[src/rtl/uart_bus_pkg.sv]
// Shared constants for the UART command-frame decoder:
// sync byte, error codes and the frame state encoding.
package uart_bus_pkg;

    localparam logic [7:0] SYNC_BYTE = 8'hA5;

    localparam logic [1:0] ERR_OVERRUN = 2'b00;
    localparam logic [1:0] ERR_BAD_CMD = 2'b01;
    localparam logic [1:0] ERR_CHKSUM  = 2'b10;
    localparam logic [1:0] ERR_TIMEOUT = 2'b11;

    typedef enum logic [2:0] {
        ST_IDLE,
        ST_CMD,
        ST_ADDR_H,
        ST_ADDR_L,
        ST_DATA,
        ST_CHK,
        ST_ISSUE
    } state_e;

endpackage

[src/rtl/uart_rx_frame_decoder.sv]
// Decodes SYNC/CMD/ADDR_H/ADDR_L/DATA/CHK byte frames from a UART
// receiver into a registered valid/ready bus command.
module uart_rx_frame_decoder
    import uart_bus_pkg::*;
#(
    parameter int DATA_WIDTH   = 8,
    parameter int ADDR_WIDTH   = 16,
    parameter int TIMEOUT_CLKS = 2048
) (
    input  logic                  clk,
    input  logic                  rst,
    input  logic                  rx_ready,
    input  logic [DATA_WIDTH-1:0] rx_data,
    output logic                  cmd_valid,
    input  logic                  cmd_ready,
    output logic                  cmd_write,
    output logic [ADDR_WIDTH-1:0] cmd_addr,
    output logic [DATA_WIDTH-1:0] cmd_wdata,
    output logic                  frame_err,
    output logic [1:0]            err_code,
    output logic                  busy
);

    localparam int CW = $clog2(TIMEOUT_CLKS + 1);
    localparam logic [CW-1:0] TO_MAX = CW'(TIMEOUT_CLKS - 1);
    localparam logic [DATA_WIDTH-1:0] SYNC = DATA_WIDTH'(SYNC_BYTE);

    state_e                state_q, state_d;
    logic                  rx_ready_q;
    logic [CW-1:0]         cnt_q, cnt_d;
    logic [DATA_WIDTH-1:0] chk_q, chk_d;
    logic                  frm_write_q, frm_write_d;
    logic [ADDR_WIDTH-1:0] frm_addr_q, frm_addr_d;
    logic [DATA_WIDTH-1:0] frm_data_q, frm_data_d;
    logic                  cmd_valid_q, cmd_valid_d;
    logic                  cmd_write_q, cmd_write_d;
    logic [ADDR_WIDTH-1:0] cmd_addr_q, cmd_addr_d;
    logic [DATA_WIDTH-1:0] cmd_wdata_q, cmd_wdata_d;
    logic                  err_q, err_d;
    logic [1:0]            code_q, code_d;
    logic                  strobe;
    logic                  in_frame;

    assign strobe   = rx_ready & ~rx_ready_q;
    assign in_frame = (state_q != ST_IDLE) && (state_q != ST_ISSUE);

    always_comb begin
        state_d     = state_q;
        cnt_d       = cnt_q;
        chk_d       = chk_q;
        frm_write_d = frm_write_q;
        frm_addr_d  = frm_addr_q;
        frm_data_d  = frm_data_q;
        cmd_valid_d = cmd_valid_q;
        cmd_write_d = cmd_write_q;
        cmd_addr_d  = cmd_addr_q;
        cmd_wdata_d = cmd_wdata_q;
        err_d       = 1'b0;
        code_d      = ERR_OVERRUN;

        // Inter-byte timeout; a strobe on the expiry cycle takes priority.
        if (in_frame) begin
            if (strobe) begin
                cnt_d = '0;
            end else if (cnt_q == TO_MAX) begin
                cnt_d   = '0;
                err_d   = 1'b1;
                code_d  = ERR_TIMEOUT;
                state_d = ST_IDLE;
            end else begin
                cnt_d = cnt_q + 1'b1;
            end
        end else begin
            cnt_d = '0;
        end

        unique case (state_q)
            ST_IDLE: begin
                if (strobe && rx_data == SYNC) begin
                    chk_d   = '0;
                    state_d = ST_CMD;
                end
            end
            ST_CMD: begin
                if (strobe) begin
                    if (rx_data[DATA_WIDTH-1:1] == '0) begin
                        frm_write_d = rx_data[0];
                        chk_d       = chk_q ^ rx_data;
                        state_d     = ST_ADDR_H;
                    end else begin
                        err_d   = 1'b1;
                        code_d  = ERR_BAD_CMD;
                        state_d = ST_IDLE;
                    end
                end
            end
            ST_ADDR_H, ST_ADDR_L: begin
                if (strobe) begin
                    frm_addr_d = {frm_addr_q[ADDR_WIDTH-DATA_WIDTH-1:0], rx_data};
                    chk_d      = chk_q ^ rx_data;
                    state_d    = (state_q == ST_ADDR_H) ? ST_ADDR_L : ST_DATA;
                end
            end
            ST_DATA: begin
                if (strobe) begin
                    frm_data_d = rx_data;
                    chk_d      = chk_q ^ rx_data;
                    state_d    = ST_CHK;
                end
            end
            ST_CHK: begin
                if (strobe) begin
                    if (rx_data == chk_q) begin
                        cmd_valid_d = 1'b1;
                        cmd_write_d = frm_write_q;
                        cmd_addr_d  = frm_addr_q;
                        cmd_wdata_d = frm_data_q;
                        state_d     = ST_ISSUE;
                    end else begin
                        err_d   = 1'b1;
                        code_d  = ERR_CHKSUM;
                        state_d = ST_IDLE;
                    end
                end
            end
            ST_ISSUE: begin
                if (cmd_ready) begin
                    // Handshake frees us; a coincident byte is an IDLE byte.
                    cmd_valid_d = 1'b0;
                    state_d     = ST_IDLE;
                    if (strobe && rx_data == SYNC) begin
                        chk_d   = '0;
                        state_d = ST_CMD;
                    end
                end else if (strobe) begin
                    err_d  = 1'b1;
                    code_d = ERR_OVERRUN;
                end
            end
            default: begin
                state_d = ST_IDLE;
            end
        endcase
    end

    always_ff @(posedge clk or posedge rst) begin
        if (rst) begin
            state_q     <= ST_IDLE;
            rx_ready_q  <= 1'b0;
            cnt_q       <= '0;
            chk_q       <= '0;
            frm_write_q <= 1'b0;
            frm_addr_q  <= '0;
            frm_data_q  <= '0;
            cmd_valid_q <= 1'b0;
            cmd_write_q <= 1'b0;
            cmd_addr_q  <= '0;
            cmd_wdata_q <= '0;
            err_q       <= 1'b0;
            code_q      <= ERR_OVERRUN;
        end else begin
            state_q     <= state_d;
            rx_ready_q  <= rx_ready;
            cnt_q       <= cnt_d;
            chk_q       <= chk_d;
            frm_write_q <= frm_write_d;
            frm_addr_q  <= frm_addr_d;
            frm_data_q  <= frm_data_d;
            cmd_valid_q <= cmd_valid_d;
            cmd_write_q <= cmd_write_d;
            cmd_addr_q  <= cmd_addr_d;
            cmd_wdata_q <= cmd_wdata_d;
            err_q       <= err_d;
            code_q      <= code_d;
        end
    end

    assign cmd_valid = cmd_valid_q;
    assign cmd_write = cmd_write_q;
    assign cmd_addr  = cmd_addr_q;
    assign cmd_wdata = cmd_wdata_q;
    assign frame_err = err_q;
    assign err_code  = code_q;
    assign busy      = (state_q != ST_IDLE);

endmodule

[config.mk]
export PLATFORM = sky130hd
export DESIGN_NAME = uart_rx_frame_decoder
export DESIGN_NICKNAME = d
export VERILOG_FILES = /design/src/rtl/uart_bus_pkg.sv /design/src/rtl/uart_rx_frame_decoder.sv
export SDC_FILE = /design/constraint.sdc
export NUM_CORES = 1
export LEC_CHECK = 0
export CAP_MARGIN = 5
export CORE_AREA = 4 4 81 113
export CTS_CLUSTER_SIZE = 8
export DETAILED_ROUTE_END_ITERATION = 12
export DIE_AREA = 0 0 85 117
export DONT_BUFFER_PORTS = 1
export GPL_TIMING_DRIVEN = 0
export PLACE_DENSITY_LB_ADDON = 0.1
export SLEW_MARGIN = 20
export SYNTH_ARGS = -nofsm -noshare
export SYNTH_HDL_FRONTEND = slang
export SYNTH_SLANG_ARGS = --single-unit
[constraint.sdc]
create_clock -name clk -period 2.51 [get_ports clk]
set_input_delay 0.502 -clock clk [delete_from_list [all_inputs] [get_ports clk]]
set_output_delay 0.502 -clock clk [all_outputs]
set_load 0.01 [all_outputs]
==> results of run 1 <==
## power by group through the flow
| stage | registers (µW) | clock network (µW) | logic [µW] |
|---|---|---|---|
| 5_1_grt | 1350 | 1320 | 173 |
| 2_1_floorplan | 1360 | 0 | 119 |
| 3_3_place_gp | 1370 | 0 | 144 |
| 3_5_place_dp | 1370 | 0 | 151 |
| 6_report | 1340 | 1220 | 148 |
| 4_1_cts | 1340 | 1270 | 152 |
## through the flow
step,power (µW),std cells,setup TNS (ns),cell area (µm²),utilization
2_1_floorplan,1480,283,0,3570,-
3_3_place_gp,1510,385,-72.99,3700,0.454
3_5_place_dp,1520,386,0,3720,0.457
4_1_cts,2760,401,0,4010,0.492
5_1_grt,2840,401,0,4010,0.492
6_report,2710,401,0,4010,0.492
## worst min path at each step
stage,start,to,slack (ns),depth (start not counted)
floorplan,cnt_q[0]$_DFF_PP0_,cnt_q[0]$_DFF_PP0_,0.47,1
global placement,frm_write_q$_DFFE_PP0P_,cmd_write$_DFFE_PP0P_,0.49,1
detailed placement,rst,cmd_wdata[2]$_DFFE_PP0P_,0.49,1
CTS,rst,cmd_wdata[2]$_DFFE_PP0P_,0.13,1
global route,rst,cmd_wdata[2]$_DFFE_PP0P_,0.16,1
finish,rst,cmd_wdata[2]$_DFFE_PP0P_,0.11,1
## routing by layer
metal | GRT usage | wire length [µm]
met5 | 0 | 0
met4 | 0.0760 | 168
met3 | 0.0350 | 250
met2 | 0.261 | 3600
met1 | 0.179 | 2960
## critical path, delay by kind of cell (launching register included)
family,cells,cell delay (ns)
AND/OR/NAND/NOR,2,0.88
flip-flops,1,0.41
multiplexers,1,0.30
buffers and inverters,1,0.27
XOR/XNOR,1,0.16
## cells in the mapped netlist, types with 7 or more instances
cell type	number	share of area
dfrtp_1	78	0.55
mux2_2	42	0.13
nor2_1	18	0.019
xor2_1	12	0.029
nor2b_1	11	0.019
nand2_1	9	0.0095
nor3b_1	9	0.019
mux2_4	8	0.034
a221o_2	7	0.022
inv_1	7	0.0074
o21ai_0	7	0.0098
## sequential cells by signal, indices dropped and copies added, names as in the netlist
signal	count
rx_ready_q	1
state_q	3
frm_data_q	8
cmd_addr	16
frm_addr_q	16
cmd_valid	1
frm_write_q	1
err_code	2
cmd_wdata	8
frame_err	1
cmd_write	1
cnt_q	12
chk_q	8
## final cells by class
cell class,count,area [µm²],share of cell area
clock inverter,2,16.3,0.00406
multi-input combinational,185,1520,0.378
clock buffer,13,270,0.0674
timing repair buffer,1,20.0,0.00499
buffer,13,77.6,0.0194
tap,102,128,0.0318
inverter,7,28.8,0.00718
sequential,78,1950,0.487
## layout by cell type, fill, tap and decap left out, types with 6 or more instances in the layout
cell type | netlist | routed
dfrtp_1 | 78 | 78
mux2_2 | 42 | 42
nor2_1 | 18 | 18
xor2_1 | 12 | 12
nor2b_1 | 11 | 11
nand2_1 | 9 | 9
nor3b_1 | 9 | 9
clkbuf_16 | 0 | 9
mux2_4 | 8 | 8
o21ai_0 | 7 | 7
a221o_2 | 7 | 7
clkbuf_1 | 5 | 6
nand3_1 | 6 | 6
inv_1 | 7 | 6
nand4_1 | 6 | 6
nor3_1 | 6 | 6
xnor2_1 | 6 | 6
## kinds of logic (layout without fill, tap and decap cells)
family                   Yosys count  after routing  share of synthesized area
multiplexers                      50             50                      0.166
buffers and inverters             20             36                     0.0291
adder cells (fa/ha/maj)            1              1                    0.00350
AO/OA/AOI/OAI                     30             30                     0.0669
flip-flops                        78             78                      0.546
XOR/XNOR                          18             18                     0.0441
AND/OR/NAND/NOR                   86             86                      0.144
==> impl_metrics.tcl, run 1 <==
set metrics [dict create \
    nets 308 \
    power_density_nw_per_um2 677 \
    area_growth_pct 12.2 \
    drtIter0Drc 86 \
    tightest_slew_ns 0.630 \
    die_area_um2 9950 \
    startpoint "chk_q[1]$_DFFE_PP0P_" \
    fillers 717 \
    syn_inst 283 \
    period_share 0.853 \
    p_int_uw 2110 \
    finalClockSkew_ns 0.00454 \
    switching_share 0.221 \
    r2r-start "chk_q[1]$_DFFE_PP0P_" \
    drt-vias-per-instance 5.44 \
    power.leakage_uw 0.00184 \
    status "completed" \
    grt_start_max_net_pins 47 \
    dieWidth_um 85 \
    fin_ws_ns 0.369 \
    grt_pass1_wl_um 11600 \
    grt_pass1_vias 2277 \
    drt.antenna.violating_nets 0 \
    rows 39 \
    layout-drive-gt1-share 0.294 \
    cts-root-buf "clkbuf_16" \
    wl_per_cell_um 17.4 \
    synthArstFlopShare 1.00 \
    ys.flop_type "dfrtp_1" \
    maxCapViolCount 0 \
    slowest_stage "nor4_2" \
    netlist_area_um2 3570 \
    initial_core_util 0.438 \
    syn_avg_cell_area_um2 12.6 \
    grt_setup_unrepaired "false" \
    finalWirelength_um 6990 \
    routabilityCongestion 0.791 \
    io_buffers 0 \
    relSlewSlack 0.580 \
    fmax_ghz 0.467 \
    crit_arrival_ns 2.35 \
    r2r_end "cmd_wdata[7]$_DFFE_PP0P_" \
    cts-resized-gates 0 \
    cts_tree "yes" \
    drc 0 \
    vias 2183 \
    worstPathCellList "xor2_1, nor4_2, nand3b_2, buf_6, mux2_4" \
    holdCritPathClass "in -> async" \
    ir_worst_vdd_mv 0.406 \
    clock_path_buffers 2 \
    finalCriticalPeriod_ns 2.14 \
    h-tree-depth 3 \
    cts.sinks 78 \
    hold_slack_ns 0.113 \
    max_stage_delay_ns 0.51 \
    syn_nets 296 \
    insertion_delay_ns 0.33 \
    crit_type "reg -> reg" \
    switchingPower_uw 600 \
    p_clk_frac 0.451 \
    synthDistinctLibCells 46 \
    antenna_cells 0 \
    grt_antenna_before_repair 0 \
    core_region_area_um2 8150 \
    postCtsSetupBuffers 0 \
    setup-violations-final 0 \
    synth-warning-count 0 \
    dieHeight_um 117 \
    clkTransAtPathRegs_ns 0.06 \
    pwr-share-comb 0.054 \
    cts_hold_buf 0 \
    r2r_setup_slack_ns 0.37 \
    required_ns 2.72 \
    seq_power_share 0.495 \
    worstSetupEndpointType "flop" \
    reg2regPathDepth 5 \
    seq_area_frac_synth 0.546 \
    path_max_fanout 10 \
    ys_seq_elements 78 \
    slew_violations 0 \
    cts_buffers 9 \
    grt_util_all_layers 0.152 \
    pin_count 42 \
    endpoint "cmd_wdata[7]$_DFFE_PP0P_" \
    dp_worst_setup_slack_ns 0.134 \
    cp-start-kind "flop" \
    final_hold_viol_count 0 \
    gr-total-overflow 0 \
    first_pass_iters 4 \
    dp_hpwl_um 5020 \
    synth_edf_count 0 \
]
(Power assumes the default switching activity.)
==> run 2: changes to the inputs <==
--- a/config.mk
+++ b/config.mk
@@ -7,12 +7,12 @@
 export LEC_CHECK = 0
 export CAP_MARGIN = 5
 export CORE_AREA = 4 4 81 113
-export CTS_CLUSTER_SIZE = 8
 export DETAILED_ROUTE_END_ITERATION = 12
 export DIE_AREA = 0 0 85 117
 export DONT_BUFFER_PORTS = 1
+export GPL_ROUTABILITY_DRIVEN = 0
 export GPL_TIMING_DRIVEN = 0
-export PLACE_DENSITY_LB_ADDON = 0.1
+export PLACE_DENSITY = 0.6
 export SLEW_MARGIN = 20
 export SYNTH_ARGS = -nofsm -noshare
 export SYNTH_HDL_FRONTEND = slang
==> run 2 against run 1 <==
Effect of this change:
- setup slack worse by 0.033 ns
- fmax fell by 1.5%
- first-iteration DRC count up 33%
- critical endpoint unchanged
- total power up 1.5%
==> impl_metrics.tcl, run 2 (synthesis gave the netlist of run 1 again) <==
set metrics [dict create \
    postCtsSetupBuffers 0 \
    cp-start-kind "flop" \
    crit_arrival_ns 2.38 \
    crit_type "reg -> reg" \
    grt_start_max_net_pins 54 \
    clkTransAtPathRegs_ns 0.06 \
    finalClockSkew_ns 0.00730 \
    io_buffers 0 \
    final_cell_mix "dfrtp_1, mux2_2, nor2_1, xor2_1, nor2b_1" \
    reg2regPathDepth 5 \
    place_area_um2 3730 \
    slowest_stage "nor4_2" \
    cts_tree "yes" \
    grt_antenna_before_repair 1 \
    finalCriticalPeriod_ns 2.17 \
    ir_worst_vdd_mv 0.413 \
    drt.antenna.violating_nets 0 \
    power_density_nw_per_um2 685 \
    core_region_area_um2 8150 \
    layout-drive-gt1-share 0.295 \
    rows 39 \
    vias 2225 \
    dieWidth_um 85 \
    period_share 0.866 \
    power.leakage_uw 0.00185 \
    initial_core_util 0.438 \
    dieHeight_um 117 \
    gr-total-overflow 0 \
    final_area_um2 4020 \
    worstSetupEndpointType "flop" \
    fin_util 0.493 \
    slew_violations 0 \
    dp.cells 386 \
    drc 0 \
    cts-resized-gates 0 \
    grt_pass1_vias 2390 \
    holdCritPathClass "in -> async" \
    dp_hpwl_um 5140 \
    drt-vias-per-instance 5.55 \
    die_area_um2 9950 \
    area_growth_pct 12.5 \
    path_buf_inv 1 \
    wl_per_cell_um 18.1 \
    cts.sinks 78 \
    required_ns 2.71 \
    clock_path_buffers 2 \
    relSlewSlack 0.594 \
    tightest_slew_ns 0.609 \
    tns_ns 0 \
    first_pass_iters 4 \
    pin_count 42 \
    crit_family "simple AND/OR/NAND/NOR gates" \
    worstPathCellList "xor2_1, nor4_2, nand3b_2, buf_6, mux2_4" \
    nets 308 \
    setup-violations-final 0 \
    status "completed" \
    h-tree-depth 3 \
    grt_pass1_wl_um 12300 \
    stdcell_count 401 \
    cts-root-buf "clkbuf_16" \
    finalWirelength_um 7270 \
    final_common_cell "dfrtp_1" \
    crit_cells 5 \
    grt_util_all_layers 0.162 \
    final_hold_viol_count 0 \
    drtIter0Drc 114 \
    cts_buffers 9 \
    maxCapViolCount 0 \
    grt_setup_unrepaired "false" \
    path_max_fanout 10 \
    max_stage_delay_ns 0.52 \
    cts_hold_buf 0 \
    insertion_delay_ns 0.32 \
    fmax_ghz 0.460 \
]
==> run 2: per-stage QoR <==
stage	hold WS (ns)	total power [µW]	setup slack, ns
5_1_grt	0.0444	2880	0.0472
2_1_floorplan	0.469	1480	0.0130
4_1_cts	0.0345	2790	0.284
3_3_place_gp	0.484	1510	-0.872
6_report	0.0334	2750	0.336
3_5_place_dp	0.381	1520	0.0548
==> run 2: where the power goes <==
| part | switching, µW | internal (µW) |
|---|---|---|
| logic | 86.1 | 64.3 |
| registers | 41.4 | 1300 |
| clock network | 475 | 783 |
==> run 2: path summary, 6_finish.rpt <==
| path | from | endpoint | slack, ns |
|---|---|---|---|
| setup / recovery | chk_q[1]$_DFFE_PP0P_ | cmd_wdata[7]$_DFFE_PP0P_ | 0.34 |
| hold reg to reg | frm_addr_q[12]$_DFFE_PP0P_ | cmd_addr[12]$_DFFE_PP0P_ | 0.50 |
| max in group asynchronous | rst | frame_err$_DFF_PP0_ | 1.89 |
| setup reg to reg | chk_q[1]$_DFFE_PP0P_ | cmd_wdata[7]$_DFFE_PP0P_ | 0.34 |
| min in group clk | rx_ready | rx_ready_q$_DFF_PP0_ | 0.20 |
| hold / removal | rst | cmd_addr[15]$_DFFE_PP0P_ | 0.03 |
==> run 2: layout make-up <==
class / count / area (µm²)
Fill cell: 713 / 4130
Sequential cell: 78 / 1950
Multi-Input combinational cell: 185 / 1520
Clock buffer: 10 / 239
Tap cell: 102 / 128
Buffer: 13 / 77.6
Clock inverter: 4 / 48.8
Inverter: 7 / 28.8
Timing Repair Buffer: 1 / 27.5
Antenna cell: 1 / 2.50
==> run 2: per-layer routing <==
metal / wire length [µm] / vias to the layer above / GRT usage
li1: - / 1043 / -
met1: 3020 / 1122 / 0.186
met2: 3690 / 47 / 0.274
met3: 405 / 13 / 0.0476
met4: 153 / 0 / 0.0813
met5: 0 / - / 0
